--- config.mk ---
export PLATFORM = sky130hd
export DESIGN_NAME = match_ctrl
export DESIGN_NICKNAME = d
export VERILOG_FILES = /design/src/rtl/pong_pkg.sv /design/src/rtl/freeze_timer.sv /design/src/rtl/match_ctrl.sv
export SDC_FILE = /design/constraint.sdc
export NUM_CORES = 1
export LEC_CHECK = 0
export BUFFER_PORTS_ARGS = -buffer_cell sky130_fd_sc_hd__buf_2
export CAP_MARGIN = 40
export CORE_MARGIN = 3
export CORE_UTILIZATION = 35
export DETAILED_ROUTE_END_ITERATION = 7
export GPL_TIMING_DRIVEN = 0
export MAX_ROUTING_LAYER = met4
export PLACE_DENSITY_LB_ADDON = 0.3
export SYNTH_ARGS = -nofsm -noshare
export SYNTH_HDL_FRONTEND = slang
export SYNTH_SLANG_ARGS = --single-unit
--- constraint.sdc ---
create_clock -name game_clk -period 3.21 [get_ports game_clk]
set_clock_uncertainty 0.05 [all_clocks]
set_input_delay 0.642 -clock game_clk [delete_from_list [all_inputs] [get_ports game_clk]]
set_output_delay 0.642 -clock game_clk [all_outputs]
set_load 0.01 [all_outputs]
--- src/rtl/pong_pkg.sv ---
// Shared types and defaults for the pong match referee.
package pong_pkg;

    typedef enum logic [1:0] {
        PLAY      = 2'd0,
        SERVE     = 2'd1,
        GAME_OVER = 2'd2
    } match_state_t;

    localparam int FREEZE_SHORT_DEF = 8000;
    localparam int FREEZE_LONG_DEF  = 131071;

    // A point ends the match when the new score reaches the target and,
    // with win-by-two enabled, the lead is at least two. When both sides
    // were already pinned at the saturated score, the point decides it.
    function automatic logic is_win(input int new_score,
                                    input int opp_score,
                                    input int old_score,
                                    input int score_max,
                                    input int win_score,
                                    input int win_by_two);
        return (new_score >= win_score) &&
               ((win_by_two == 0) ||
                (new_score - opp_score >= 2) ||
                ((old_score == score_max) && (opp_score == score_max)));
    endfunction

endpackage

--- src/rtl/freeze_timer.sv ---
// Pause countdown: loads a tick count, counts down, and flags the cycle
// on which the pause should end (count reaches 1, or skip while > 1).
module freeze_timer #(
    parameter int FREEZE_W = 17
) (
    input  logic                game_clk,
    input  logic                load,
    input  logic [FREEZE_W-1:0] load_val,
    input  logic                skip,
    output logic                expire,
    output logic                busy
);

    logic [FREEZE_W-1:0] cnt;

    assign expire = (cnt == FREEZE_W'(1)) || (skip && (cnt > FREEZE_W'(1)));
    assign busy   = (cnt != '0);

    // Countdown register: load wins, expiry clears, otherwise decrement.
    // NOTE: no reset branch here; the parent asserts load during its own
    // reset, which places the long pause into cnt on that same edge.
    always_ff @(posedge game_clk) begin
        // NOTE: non-blocking assignments keep every register updating from
        // pre-edge values, so ordering between always_ff blocks is irrelevant.
        if (load) begin
            cnt <= load_val;
        end else if (expire) begin
            cnt <= '0;
        end else if (busy) begin
            cnt <= cnt - FREEZE_W'(1);
        end
    end

endmodule

--- src/rtl/match_ctrl.sv ---
// Match referee: scoring, serve direction, speed ramp and pause sequencing
// between the debounce logic and the ball engine.
module match_ctrl
    import pong_pkg::*;
#(
    parameter int SCORE_W      = 4,
    parameter int WIN_SCORE    = 9,
    parameter int WIN_BY_TWO   = 0,
    parameter int FREEZE_W     = 17,
    parameter int FREEZE_SHORT = FREEZE_SHORT_DEF,
    parameter int FREEZE_LONG  = FREEZE_LONG_DEF,
    parameter int SPEED_W      = 4,
    parameter int MAX_SPEED    = 15
) (
    input  logic               game_clk,
    input  logic               reset,
    input  logic               start,
    input  logic [SPEED_W-1:0] difficulty,
    input  logic               out_left,
    input  logic               out_right,
    input  logic               hit,
    output logic [SCORE_W-1:0] score_p1,
    output logic [SCORE_W-1:0] score_p2,
    output logic [SPEED_W-1:0] speed,
    output logic               ball_reset,
    output logic               serve_dir,
    output logic               freeze_active,
    output logic               game_over,
    output logic               winner
);

    localparam logic [SCORE_W-1:0]  SCORE_MAX = '1;
    localparam logic [FREEZE_W-1:0] SHORT_V   = FREEZE_W'(FREEZE_SHORT);
    localparam logic [FREEZE_W-1:0] LONG_V    = FREEZE_W'(FREEZE_LONG);
    localparam logic [SPEED_W-1:0]  SPEED_CAP = SPEED_W'(MAX_SPEED);

    match_state_t        state, state_d;
    logic [SCORE_W-1:0]  p1_d, p2_d, new_score;
    logic [SPEED_W-1:0]  speed_d;
    logic                ball_reset_d, dir_d, winner_d;
    logic                won, won_d;
    logic                timer_load, timer_expire, timer_busy;
    logic [FREEZE_W-1:0] timer_load_val;

    function automatic logic [SCORE_W-1:0] sat_inc(input logic [SCORE_W-1:0] s);
        return (s == SCORE_MAX) ? s : s + SCORE_W'(1);
    endfunction

    freeze_timer #(
        .FREEZE_W (FREEZE_W)
    ) u_timer (
        .game_clk (game_clk),
        .load     (timer_load),
        .load_val (timer_load_val),
        .skip     (start),
        .expire   (timer_expire),
        .busy     (timer_busy)
    );

    assign freeze_active = (state != PLAY);
    assign game_over     = won && (state == GAME_OVER);

    // Next-state, score, speed and pause-load decisions for the coming edge.
    always_comb begin
        // NOTE: every target gets a default first so no path leaves one
        // unassigned, which would otherwise infer a latch.
        state_d        = state;
        p1_d           = score_p1;
        p2_d           = score_p2;
        speed_d        = speed;
        dir_d          = serve_dir;
        winner_d       = winner;
        won_d          = won;
        ball_reset_d   = 1'b0;
        timer_load     = 1'b0;
        timer_load_val = SHORT_V;
        new_score      = '0;

        unique case (state)
            SERVE, GAME_OVER: begin
                if (timer_busy && timer_expire) begin
                    state_d      = PLAY;
                    ball_reset_d = 1'b1;
                    speed_d      = difficulty;
                    if (state == GAME_OVER) begin
                        p1_d  = '0;
                        p2_d  = '0;
                        won_d = 1'b0;
                    end
                end
            end
            PLAY: begin
                if (out_left) begin
                    new_score  = sat_inc(score_p1);
                    p1_d       = new_score;
                    dir_d      = 1'b1;
                    speed_d    = '0;
                    timer_load = 1'b1;
                    if (is_win(int'(new_score), int'(score_p2), int'(score_p1),
                               int'(SCORE_MAX), WIN_SCORE, WIN_BY_TWO)) begin
                        state_d        = GAME_OVER;
                        timer_load_val = LONG_V;
                        winner_d       = 1'b0;
                        won_d          = 1'b1;
                    end else begin
                        state_d = SERVE;
                    end
                end else if (out_right) begin
                    new_score  = sat_inc(score_p2);
                    p2_d       = new_score;
                    dir_d      = 1'b0;
                    speed_d    = '0;
                    timer_load = 1'b1;
                    if (is_win(int'(new_score), int'(score_p1), int'(score_p2),
                               int'(SCORE_MAX), WIN_SCORE, WIN_BY_TWO)) begin
                        state_d        = GAME_OVER;
                        timer_load_val = LONG_V;
                        winner_d       = 1'b1;
                        won_d          = 1'b1;
                    end else begin
                        state_d = SERVE;
                    end
                end else if (hit) begin
                    speed_d = (speed >= SPEED_CAP) ? SPEED_CAP : speed + SPEED_W'(1);
                end
            end
            default: state_d = GAME_OVER;
        endcase

        if (reset) begin
            timer_load     = 1'b1;
            timer_load_val = LONG_V;
        end
    end

    // Registered state and outputs; reset parks the match in the long pause.
    always_ff @(posedge game_clk) begin
        if (reset) begin
            state      <= GAME_OVER;
            score_p1   <= '0;
            score_p2   <= '0;
            speed      <= '0;
            ball_reset <= 1'b1;
            serve_dir  <= 1'b0;
            winner     <= 1'b0;
            won        <= 1'b0;
        end else begin
            state      <= state_d;
            score_p1   <= p1_d;
            score_p2   <= p2_d;
            speed      <= speed_d;
            ball_reset <= ball_reset_d;
            serve_dir  <= dir_d;
            winner     <= winner_d;
            won        <= won_d;
        end
    end

endmodule

==> flow_summary_export.csv <==
group,metric,value,unit
run_status,outcome,"finished clean",
timing,tns,0,ns
clock_network,ctsHoldBuffers,0,
worst_setup_path,worstSetupStartpointType,"flop",
clock_network,clkLatencyLatePin,0.30,ns
pwr,power_density,689,nW/µm²
synth,synthesis.nets,239,
placed_design,post-dp-hpwl,3.35,mm
cells_and_area,nets,270,
cells_and_area,diodes,0,
worst_setup_path,end_kind,"flop",
synth,ys.flop_type,"dfxtp_1",
synth,syn_area,2180,µm²
routing,antenna_left,0,
synth,yosysUniqueCellTypes,59,
synth,yosys_warnings,0,
synth,async_reset_ff_share,0,%
timing,period_minus_slack,2.81,ns
routing,via_per_inst,5.40,
global_route,grt_start_max_net_pins,18,
pwr,ir_drop,0.336,mV
global_route,track_usage,14.0,%
die,coreArea,5960,µm²
timing,rsz0062_at_grt,"false",
clock_network,cts_tree,"yes",
placed_design,dp_cells,318,
timing,fin_crit_sh,87.6,%
clock_network,root_buffer,"clkbuf_8",
routing,drt_first_iter_violations,69,
hold_path,hold_path.class,"reg2reg",
timing,setup_viol,0,
clock_network,cts.sinks,35,
clock_network,clk_path_buf_depth,2,
clock_network,path_clk_slew,0.08,ns
clock_network,ctsResizeCount,0,
placed_design,gp_congestion,0.768,
timing,maxSlewHeadroom,43.5,%
global_route,grt_pass1_vias,1661,
die,die_w,84.8,µm
worst_setup_path,crit_fanout,17,
synth,synth_edf_count,17,
routing,routedWlPerCell,14.2,µm
timing,final_max_slew_viol_count,0,
global_route,antenna_found_initial,0,
synth,syn_avg_cell_area,9.94,µm²
synth,synth_top_cells_by_area,"edfxtp_1 (23%), dfxtp_1 (17%), ha_1 (5.8%), o21ai_0 (5.8%), xnor2_1 (4.0%)",
synth,yosysTopAreaCell,"edfxtp_1",
worst_setup_path,required,2.98,ns
synth,synth-seq-area-share,40.0,%
die,dieArea,7200,µm²
routing,drt_wl_total,4.61,mm
clock_network,post-cts-setup-buffers,0,
pwr,p_leak,0.000938,µW
routing,route.detailed.drc,0,
timing,clock.fmax,0.356,GHz
global_route,grt-ovfl-total,0,
placed_design,numPortBuffers,24,
worst_setup_path,arrival,2.58,ns
flow_run,drv_cap,0,
die,start_util,36.5,%
timing,hold_viol_final,0,
cells_and_area,area_growth_syn_to_layout,13.9,%
cells_and_area,drive_above_1_share,21.5,%
global_route,grt_pass1_wl,7.78,mm
timing,tightest_slew,0.845,ns
routing,drt_pre_antenna_iters,4,
clock_network,cts_made_buffers,5,
clock_network,htreeDepth,2,
die,placement_rows,28,
worst_setup_path,worst-setup-path-type,"reg2reg",
die,chipHeight,84.8,µm
synth,synth-seq-cells,35,
synth,synth_cells,219,
cells_and_area,instances_no_fill,326,
routing,vias,1759,
die,ios,27,
synth,yosysTopAreaCellShare,23.5,%
layout make-up:
| type | instances | area [µm²] |
|---|---|---|
| clock inverter | 3 | 20.0 |
| inverter | 8 | 30.0 |
| sequential | 35 | 871 |
| buffer | 7 | 47.5 |
| tap | 75 | 93.8 |
| fill | 604 | 3480 |
| clock buffer | 5 | 68.8 |
| timing repair buffer | 24 | 120 |
| multi-input combinational | 169 | 1230 |
routing by layer:
metal / vias to the layer above / part of all wire, % / track usage, %
li1: 887 / - / -
met1: 841 / 47 / 17.0
met3: 8 / 3.2 / 3.20
met2: 23 / 48 / 22.8
met4: 0 / 1.5 / 4.75
met5: - / 0 / -
report_power, final:
group	internal [µW]	switching (µW)	total [µW]
clock network	151	173	324
registers	576	111	687
logic	312	386	698
total	1040	669	1710
registers in the layout, summed over array words and instances, names as in the netlist:
signal / flops
ball_reset: 1
score_p2: 4
score_p1: 4
speed: 4
won: 1
state: 2
u_timer.cnt: 17
winner: 1
serve_dir: 1
critical path, stage by stage (launching register included):
cell	delay (ns)
edfxtp_1	0.45
nor3_2	0.36
and2_0	0.35
nand2b_1	0.10
a22o_1	0.28
nor2_1	0.12
nand3_1	0.61
synth_stat cells (2+ instances only):
master / number
a31oi_1: 6
o2bb2ai_1: 3
o21ai_1: 2
ha_1: 10
a21o_1: 2
a211oi_1: 4
or2_1: 2
a21oi_1: 8
nand2b_1: 4
mux2i_1: 3
xnor2_1: 10
nand4b_1: 2
nor2_1: 16
o22ai_1: 2
nand3_1: 7
nor3_1: 9
o21ai_0: 25
xor2_1: 5
clkbuf_1: 3
edfxtp_1: 17
a311oi_1: 2
o21ai_2: 2
nor4_4: 2
a22o_1: 3
clkbuf_8: 2
nand3b_1: 3
nand2_1: 7
nor4_1: 2
inv_1: 7
mux2_2: 2
dfxtp_1: 18
a32o_1: 2
cells in the final DEF (no fill, tap or decap), types with 8 or more instances in the layout:
cell type	n
dfxtp_1	18
o21ai_0	25
nor3_1	9
xnor2_1	10
buf_2	24
nor2_1	16
edfxtp_1	17
ha_1	10
a21oi_1	8
through the flow:
stage	setup WS [ns]	utilization [%]	total power (µW)	hold slack [ns]	area, µm²
floorplan	0.789	-	1220	0.394	2180
global placement	0.172	40.1	1390	0.404	2390
detailed placement	0.150	40.1	1400	0.410	2390
CTS	0.356	41.6	1720	0.420	2480
global route	0.129	41.6	1830	0.445	2480
finish	0.398	41.6	1710	0.416	2480
cells by family after synthesis:
kind of cell	count (synthesis)	synth area share, %
adder cells (fa/ha/maj)	10	5.75
AND/OR/NAND/NOR	69	20.1
XOR/XNOR	15	6.04
AO/OA/AOI/OAI	70	22.1
flip-flops	35	40.0
buffers and inverters	15	3.57
multiplexers	5	2.42
path summary, 6_finish.rpt:
| kind | start | endpoint | slack, ns | depth (start not counted) |
|---|---|---|---|---|
| max | u_timer.cnt[4] | u_timer.cnt[6] | 0.40 | 6 |
| min | won | won | 0.42 | 2 |
| max reg2reg | u_timer.cnt[4] | u_timer.cnt[6] | 0.40 | 6 |
| min reg2reg | won | won | 0.42 | 2 |
No activity file was read; power rests on OpenSTA's default activity.
